==> src/rtl/twofish_pkg.sv <==
// Shared Twofish round types and helpers.
// Word width, rotates, round state and PHT.
package twofish_pkg;

  localparam int WORD_W = 32;

  typedef logic [WORD_W-1:0] word_t;

  typedef struct packed {
    word_t r0;
    word_t r1;
    word_t r2;
    word_t r3;
  } state_t;

  typedef struct packed {
    word_t w0;
    word_t w1;
  } pht_t;

  function automatic word_t rol32(
    input word_t      x,
    input logic [4:0] n
  );
    return (x << n) | (x >> (6'd32 - {1'b0, n}));
  endfunction

  function automatic word_t ror32(
    input word_t      x,
    input logic [4:0] n
  );
    return (x >> n) | (x << (6'd32 - {1'b0, n}));
  endfunction

  // Pseudo-Hadamard transform: (a+b, a+2b), mod 2^32.
  function automatic pht_t pht(
    input word_t a,
    input word_t b
  );
    pht_t p;
    p.w0 = a + b;
    p.w1 = a + {b[WORD_W-2:0], 1'b0};
    return p;
  endfunction

endpackage

==> src/rtl/twofish_round_stage_func_g.sv <==
// Key-dependent Twofish g function, 128-bit key form.
// Two S-box key words, q-permutations and MDS mix.
module func_g
  import twofish_pkg::*;
(
  input  logic [31:0] x,
  input  logic [31:0] s0,
  input  logic [31:0] s1,
  output logic [31:0] y
);

  localparam logic [3:0] Q0_T0 [16] = '{
    4'h8, 4'h1, 4'h7, 4'hD, 4'h6, 4'hF, 4'h3, 4'h2,
    4'h0, 4'hB, 4'h5, 4'h9, 4'hE, 4'hC, 4'hA, 4'h4};
  localparam logic [3:0] Q0_T1 [16] = '{
    4'hE, 4'hC, 4'hB, 4'h8, 4'h1, 4'h2, 4'h3, 4'h5,
    4'hF, 4'h4, 4'hA, 4'h6, 4'h7, 4'h0, 4'h9, 4'hD};
  localparam logic [3:0] Q0_T2 [16] = '{
    4'hB, 4'hA, 4'h5, 4'hE, 4'h6, 4'hD, 4'h9, 4'h0,
    4'hC, 4'h8, 4'hF, 4'h3, 4'h2, 4'h4, 4'h7, 4'h1};
  localparam logic [3:0] Q0_T3 [16] = '{
    4'hD, 4'h7, 4'hF, 4'h4, 4'h1, 4'h2, 4'h6, 4'hE,
    4'h9, 4'hB, 4'h3, 4'h0, 4'h8, 4'h5, 4'hC, 4'hA};

  localparam logic [3:0] Q1_T0 [16] = '{
    4'h2, 4'h8, 4'hB, 4'hD, 4'hF, 4'h7, 4'h6, 4'hE,
    4'h3, 4'h1, 4'h9, 4'h4, 4'h0, 4'hA, 4'hC, 4'h5};
  localparam logic [3:0] Q1_T1 [16] = '{
    4'h1, 4'hE, 4'h2, 4'hB, 4'h4, 4'hC, 4'h3, 4'h7,
    4'h6, 4'hD, 4'hA, 4'h5, 4'hF, 4'h9, 4'h0, 4'h8};
  localparam logic [3:0] Q1_T2 [16] = '{
    4'h4, 4'hC, 4'h7, 4'h5, 4'h1, 4'h6, 4'h9, 4'hA,
    4'h0, 4'hE, 4'hD, 4'h8, 4'h2, 4'hB, 4'h3, 4'hF};
  localparam logic [3:0] Q1_T3 [16] = '{
    4'hB, 4'h9, 4'h5, 4'h1, 4'hC, 4'h3, 4'hD, 4'hE,
    4'h6, 4'h4, 4'h7, 4'hF, 4'h2, 4'h0, 4'h8, 4'hA};

  localparam logic [7:0] MDS [4][4] = '{
    '{8'h01, 8'hEF, 8'h5B, 8'h5B},
    '{8'h5B, 8'hEF, 8'hEF, 8'h01},
    '{8'hEF, 8'h5B, 8'h01, 8'hEF},
    '{8'hEF, 8'h01, 8'hEF, 8'h5B}};

  // q-box choice per byte lane (bit i = lane i, 1 = q1)
  localparam logic [3:0] SEL_IN  = 4'b1010;
  localparam logic [3:0] SEL_MID = 4'b1100;
  localparam logic [3:0] SEL_OUT = 4'b0101;

  function automatic logic [3:0] ror4(
    input logic [3:0] v
  );
    return {v[0], v[3:1]};
  endfunction

  function automatic logic [7:0] q_perm(
    input logic       sel,
    input logic [7:0] v
  );
    logic [3:0] a0, b0, a1, b1, a2, b2;
    logic [3:0] a3, b3, a4, b4;
    a0 = v[7:4];
    b0 = v[3:0];
    a1 = a0 ^ b0;
    b1 = a0 ^ ror4(b0) ^ {a0[0], 3'b000};
    a2 = sel ? Q1_T0[a1] : Q0_T0[a1];
    b2 = sel ? Q1_T1[b1] : Q0_T1[b1];
    a3 = a2 ^ b2;
    b3 = a2 ^ ror4(b2) ^ {a2[0], 3'b000};
    a4 = sel ? Q1_T2[a3] : Q0_T2[a3];
    b4 = sel ? Q1_T3[b3] : Q0_T3[b3];
    return {b4, a4};
  endfunction

  // GF(2^8) multiply, field polynomial x^8+x^6+x^5+x^3+1
  function automatic logic [7:0] gf_mul(
    input logic [7:0] a,
    input logic [7:0] b
  );
    logic [7:0] p;
    logic [7:0] t;
    p = '0;
    t = a;
    for (int i = 0; i < 8; i++) begin
      if (b[i]) p = p ^ t;
      t = t[7] ? ({t[6:0], 1'b0} ^ 8'h69)
               : {t[6:0], 1'b0};
    end
    return p;
  endfunction

  logic [3:0][7:0] yb;

  // Keyed q-box chain per byte, then MDS column mix.
  always_comb begin
    yb = '0;
    y  = '0;
    for (int i = 0; i < 4; i++) begin
      yb[i] = q_perm(SEL_OUT[i],
                q_perm(SEL_MID[i],
                  q_perm(SEL_IN[i], x[8*i +: 8])
                  ^ s0[8*i +: 8])
                ^ s1[8*i +: 8]);
    end
    for (int i = 0; i < 4; i++) begin
      for (int j = 0; j < 4; j++) begin
        y[8*i +: 8] = y[8*i +: 8]
                    ^ gf_mul(MDS[i][j], yb[j]);
      end
    end
  end

endmodule

==> src/rtl/twofish_round_stage.sv <==
// Registered Twofish encryption round, two stages.
// g functions into reg A; PHT, keys, rotate/swap into reg B.
module twofish_round_stage
  import twofish_pkg::*;
#(
  parameter logic SWAP = 1'b1
) (
  input  logic        clk,
  input  logic        rst,
  input  logic        in_valid,
  output logic        in_ready,
  input  logic [31:0] in_r0,
  input  logic [31:0] in_r1,
  input  logic [31:0] in_r2,
  input  logic [31:0] in_r3,
  input  logic [31:0] in_k0,
  input  logic [31:0] in_k1,
  input  logic [31:0] in_s0,
  input  logic [31:0] in_s1,
  output logic        out_valid,
  input  logic        out_ready,
  output logic [31:0] out_r0,
  output logic [31:0] out_r1,
  output logic [31:0] out_r2,
  output logic [31:0] out_r3
);

  logic   a_valid;
  logic   b_valid;
  logic   a_load;
  logic   b_load;
  word_t  r1_rot;
  word_t  g0;
  word_t  g1;
  word_t  a_t0;
  word_t  a_t1;
  word_t  a_k0;
  word_t  a_k1;
  state_t a_st;
  state_t b_st;
  state_t b_nxt;
  pht_t   p;
  word_t  f0;
  word_t  f1;
  word_t  n2;
  word_t  n3;

  assign r1_rot = rol32(in_r1, 5'd8);

  func_g u_g0 (
    .x  (in_r0),
    .s0 (in_s0),
    .s1 (in_s1),
    .y  (g0)
  );

  func_g u_g1 (
    .x  (r1_rot),
    .s0 (in_s0),
    .s1 (in_s1),
    .y  (g1)
  );

  assign b_load   = !b_valid || out_ready;
  assign a_load   = !a_valid || b_load;
  assign in_ready = a_load;

  // Round mix on reg A contents: PHT, subkeys, rotates, swap.
  always_comb begin
    p  = pht(a_t0, a_t1);
    f0 = p.w0 + a_k0;
    f1 = p.w1 + a_k1;
    n2 = ror32(a_st.r2 ^ f0, 5'd1);
    n3 = rol32(a_st.r3, 5'd1) ^ f1;
    if (SWAP) begin
      b_nxt = '{r0: n2, r1: n3,
                r2: a_st.r0, r3: a_st.r1};
    end else begin
      b_nxt = '{r0: a_st.r0, r1: a_st.r1,
                r2: n2, r3: n3};
    end
  end

  // Occupancy flags; reset drops anything in flight.
  always_ff @(posedge clk or posedge rst) begin
    if (rst) begin
      a_valid <= 1'b0;
      b_valid <= 1'b0;
    end else begin
      if (a_load) a_valid <= in_valid;
      if (b_load) b_valid <= a_valid;
    end
  end

  // Reg A payload: g outputs plus words needed later.
  always_ff @(posedge clk) begin
    if (a_load && in_valid) begin
      a_t0 <= g0;
      a_t1 <= g1;
      a_k0 <= in_k0;
      a_k1 <= in_k1;
      a_st <= '{r0: in_r0, r1: in_r1,
                r2: in_r2, r3: in_r3};
    end
  end

  // Reg B drives the outputs; held while stalled.
  always_ff @(posedge clk or posedge rst) begin
    if (rst) begin
      b_st <= '0;
    end else if (b_load && a_valid) begin
      b_st <= b_nxt;
    end
  end

  assign out_valid = b_valid;
  assign out_r0    = b_st.r0;
  assign out_r1    = b_st.r1;
  assign out_r2    = b_st.r2;
  assign out_r3    = b_st.r3;

endmodule

==> config.mk <==
export PLATFORM = sky130hd
export DESIGN_NAME = twofish_round_stage
export DESIGN_NICKNAME = d
export VERILOG_FILES = /design/src/rtl/twofish_pkg.sv /design/src/rtl/twofish_round_stage_func_g.sv /design/src/rtl/twofish_round_stage.sv
export SDC_FILE = /design/constraint.sdc
export NUM_CORES = 2
export LEC_CHECK = 0
export BUFFER_PORTS_ARGS = -buffer_cell sky130_fd_sc_hd__buf_4
export CAP_MARGIN = 20
export CELL_PAD_IN_SITES_DETAIL_PLACEMENT = 1
export CELL_PAD_IN_SITES_GLOBAL_PLACEMENT = 2
export CORE_MARGIN = 10
export CORE_UTILIZATION = 35
export CTS_BUF_LIST = sky130_fd_sc_hd__clkbuf_4
export CTS_CLUSTER_DIAMETER = 40
export DETAILED_ROUTE_END_ITERATION = 10
export PLACE_DENSITY_LB_ADDON = 0.1
export RECOVER_POWER = 100
export SLEW_MARGIN = 10
export SYNTH_ARGS = -nofsm -noshare
export SYNTH_HDL_FRONTEND = slang
export SYNTH_SLANG_ARGS = --single-unit
==> constraint.sdc <==
create_clock -name clk -period 13.25 [get_ports clk]
set_input_delay 2.65 -clock clk [delete_from_list [all_inputs] [get_ports clk]]
set_output_delay 2.65 -clock clk [all_outputs]
set_load 0.01 [all_outputs]
==> impl_metrics.py <==
metrics = {
    "run_status": {
        "status": "finished with violations",
        "violated_checks": "max-capacitance violations, max-slew violations",
    },
    "timing": {
        "final_max_tran_viols": 526,
        "min_period_over_period_pct": 91.4,
        "final.min_clock_period_ns": 12.11,
        "worst-slew-pin-transition_ns": 4.95,
        "fmax_mhz": 82.6,
        "final.setup_skew_ns": 0.172,
        "setup-tns-final_ns": 0,
        "setup-violations-final": 0,
        "slew_headroom_pct": -230,
        "rsz0062_at_grt": "false",
        "timing.final.hold_violations": 0,
    },
    "min_path": {
        "worstHoldStart": "a_st[94]",
        "hold_class": "reg2reg",
        "worst_hold_path_depth": 2,
        "whs_endpoint": "out_r3[30]",
    },
    "synthesis": {
        "syn_area_mm2": 0.0430,
        "synthArstFlopShare_pct": 33.7,
        "synth_cells": 4324,
        "netlist-cell-type-count": 122,
        "synth-seq-cells": 386,
        "synth-edff-count": 256,
        "ys_warn_count": 0,
        "yosys_most_used_dff": "sky130_fd_sc_hd__edfxtp_1",
        "postSynthNetCount": 5020,
        "synth-seq-area-share_pct": 25.4,
        "synth.avg_cell_area_um2": 9.95,
    },
    "grt": {
        "globalRouteTotalUtil_pct": 17.8,
        "gr-total-overflow": 0,
        "first_global_vias": 34100,
        "antenna_violations_before_repair": 9,
        "largest_net_degree_at_the_start_of_global_routing": 131,
        "grt_first_pass_wirelength_mm": 196,
    },
    "drt": {
        "detail-route-antenna-nets": 0,
        "detail_route.drc_violations": 0,
        "drt-vias-per-instance": 4.93,
        "first_iter_violations": 1281,
        "drt-total-wl_mm": 125,
        "via_count": 32300,
        "first_pass_iters": 7,
        "drt-wirelength-per-cell_um": 19.1,
    },
    "clock_network": {
        "tritoncts": "built",
        "clockBufferDepth": 3,
        "cts_buffers": 115,
        "clockRootBuffer": "sky130_fd_sc_hd__clkbuf_4",
        "skew_pair_late_insertion_delay_ns": 1.13,
        "cts_hold_repair.buffers": 0,
        "numClockSinks": 386,
        "post-cts-setup-buffers": 0,
        "post_cts_resize_count": 0,
        "cts_max_level": 3,
        "clk_pin_slew_ns": 0.07,
    },
    "die": {
        "fp.dieArea_mm2": 0.137,
        "floorplan.initialDensity_pct": 35.3,
        "core_mm2": 0.122,
        "number_of_placement_rows": 128,
        "fp.dieH_um": 371,
        "num_io_pins": 390,
        "die_w_um": 371,
    },
    "setup_path": {
        "setup.worst_path.start_class": "input port",
        "reg2reg_from": "a_valid",
        "critPathArrivalTime_ns": 12.83,
        "crit_path_frequent_cell": "sky130_fd_sc_hd__xnor2_1",
        "r2r_slack_ns": 5.47,
        "critical_path_required_ns": 13.96,
        "end_kind": "register",
        "timing.critical_path.slowest_stage_cell": "sky130_fd_sc_hd__xnor2_1",
        "crit-reg2reg-capture": "a_st[65]",
        "path_class": "in2reg",
        "critPathTopFamily": "XOR/XNOR gates",
        "critPathBufInv": 7,
        "worst_path_largest_cell_delay_ns": 0.70,
        "crit_start": "in_r0[29]",
        "critical_path.max_fanout": 9,
        "cells_on_worst_reg2reg_path": 3,
    },
    "final_layout": {
        "most-common-layout-cells": "sky130_fd_sc_hd__xnor2_1, sky130_fd_sc_hd__nand2_1, sky130_fd_sc_hd__ha_1",
        "most_common_cell_after_layout_fill_and_taps_aside": "sky130_fd_sc_hd__xnor2_1",
        "synthToLayoutAreaGrowth_pct": 12.9,
        "finish.net_count": 5519,
        "post_route_cells_drive_above_1_share_pct": 14.1,
    },
    "placed_design": {
        "hpwl_mm": 103,
        "place.port_buffers": 389,
        "gp_congestion": 0.820,
    },
    "job": {
        "maxCapViolations": 9,
    },
}
-- worst reg2reg max path: cells and delay by family, from the launching register on --
family,cells,cell delay (ns)
flip-flops,1,0.41
buffers and inverters,1,3.01
AND/OR/NAND/NOR,2,3.62
-- per-layer routing --
metal  wire length, um  vias up  part of all wire [%]  global-route usage, %
li1                  -    16100                     -                      -
met1             58500    15600                    47                   23.4
met5                53        -                 0.042                      0
met4              2970        8                   2.4                   4.81
met2             58700      494                    47                   29.9
met3              4980      148                   4.0                   3.31
-- stage by stage --
stage	setup WS [ns]	hold WS, ns	area, um^2	util (%)	instances
after global placement	0.547	0.416	48200	39.5	6331
after detailed placement	0.467	0.424	48200	39.5	6331
after floorplan	1.57	0.415	43000	-	4324
after CTS	1.67	0.272	49700	40.8	6547
after global routing	0.337	0.324	48600	39.9	6554
final	1.14	0.269	48600	39.9	6555
-- state kept, by name, summed over array words and instances (netlist names) --
register,flops
a_k0,32
a_t0,32
a_st,128
out_valid,1
a_t1,32
out_r3,32
out_r1,32
a_valid,1
out_r2,32
a_k1,32
out_r0,32
-- logic make-up (layout without fill, tap and decap cells) --
| kind of cell | count (synthesis) | count (layout) | share of synthesized area (%) |
|---|---|---|---|
| AND/OR/NAND/NOR | 1026 | 1026 | 11.3 |
| XOR/XNOR | 1017 | 1017 | 24.6 |
| AO/OA/AOI/OAI | 714 | 714 | 11.5 |
| adder cells (fa/ha/maj) | 443 | 443 | 13.9 |
| buffers and inverters | 398 | 996 | 3.54 |
| flip-flops | 386 | 386 | 25.4 |
| multiplexers | 340 | 340 | 9.65 |
| other | 0 | 8 | 0 |
-- cell type report --
type	instances	area [um^2]
multi-input combinational	3540	30400
sequential	386	10900
inverter	331	1240
tap	1625	2030
antenna	8	20.0
timing repair buffer	449	2370
clock inverter	41	231
clock buffer	175	1310
fill	14100	73300
-- cells in the mapped netlist, drive strengths merged (15+ instances only) --
cell type	number	area, um^2
a211oi	47	398
xnor2	638	6270
buf	27	130
and3	27	174
o21bai	17	128
mux2i	253	2680
a211o	21	184
nand3	76	380
a21o	37	278
a21oi	158	817
o21a	19	143
ha	373	4670
o22ai	20	138
or3	28	180
a31oi	22	150
nor2	188	711
xnor3	27	614
a22oi	18	140
clkbuf	40	151
nand2b	24	150
nand2	434	1630
nor3	83	450
dfrtp	130	3250
and2	28	175
nor3b	19	148
inv	331	1240
xor2	336	3310
o211ai	41	333
fa	63	1260
xor3	16	380
edfxtp	256	7690
nand4	24	150
mux4	43	968
mux2	44	499
nor2b	26	163
o21ai	172	868
or2	15	93.8
-- worst max path at each step --
| stage | endpoint | slack [ns] | cells past startpoint |
|---|---|---|---|
| 6_report | a_t0[4] | 1.14 | 38 |
| 5_1_grt | a_t1[5] | 0.34 | 41 |
| 4_1_cts | a_t1[5] | 1.67 | 39 |
| 3_5_place_dp | a_t1[11] | 0.47 | 39 |
| 3_3_place_gp | a_t1[7] | 0.55 | 42 |
| 2_1_floorplan | a_t0[23] | 1.57 | 36 |
Power is not shown: default switching activity piles up to over one toggle a cycle in this logic, so the estimate is an artifact.
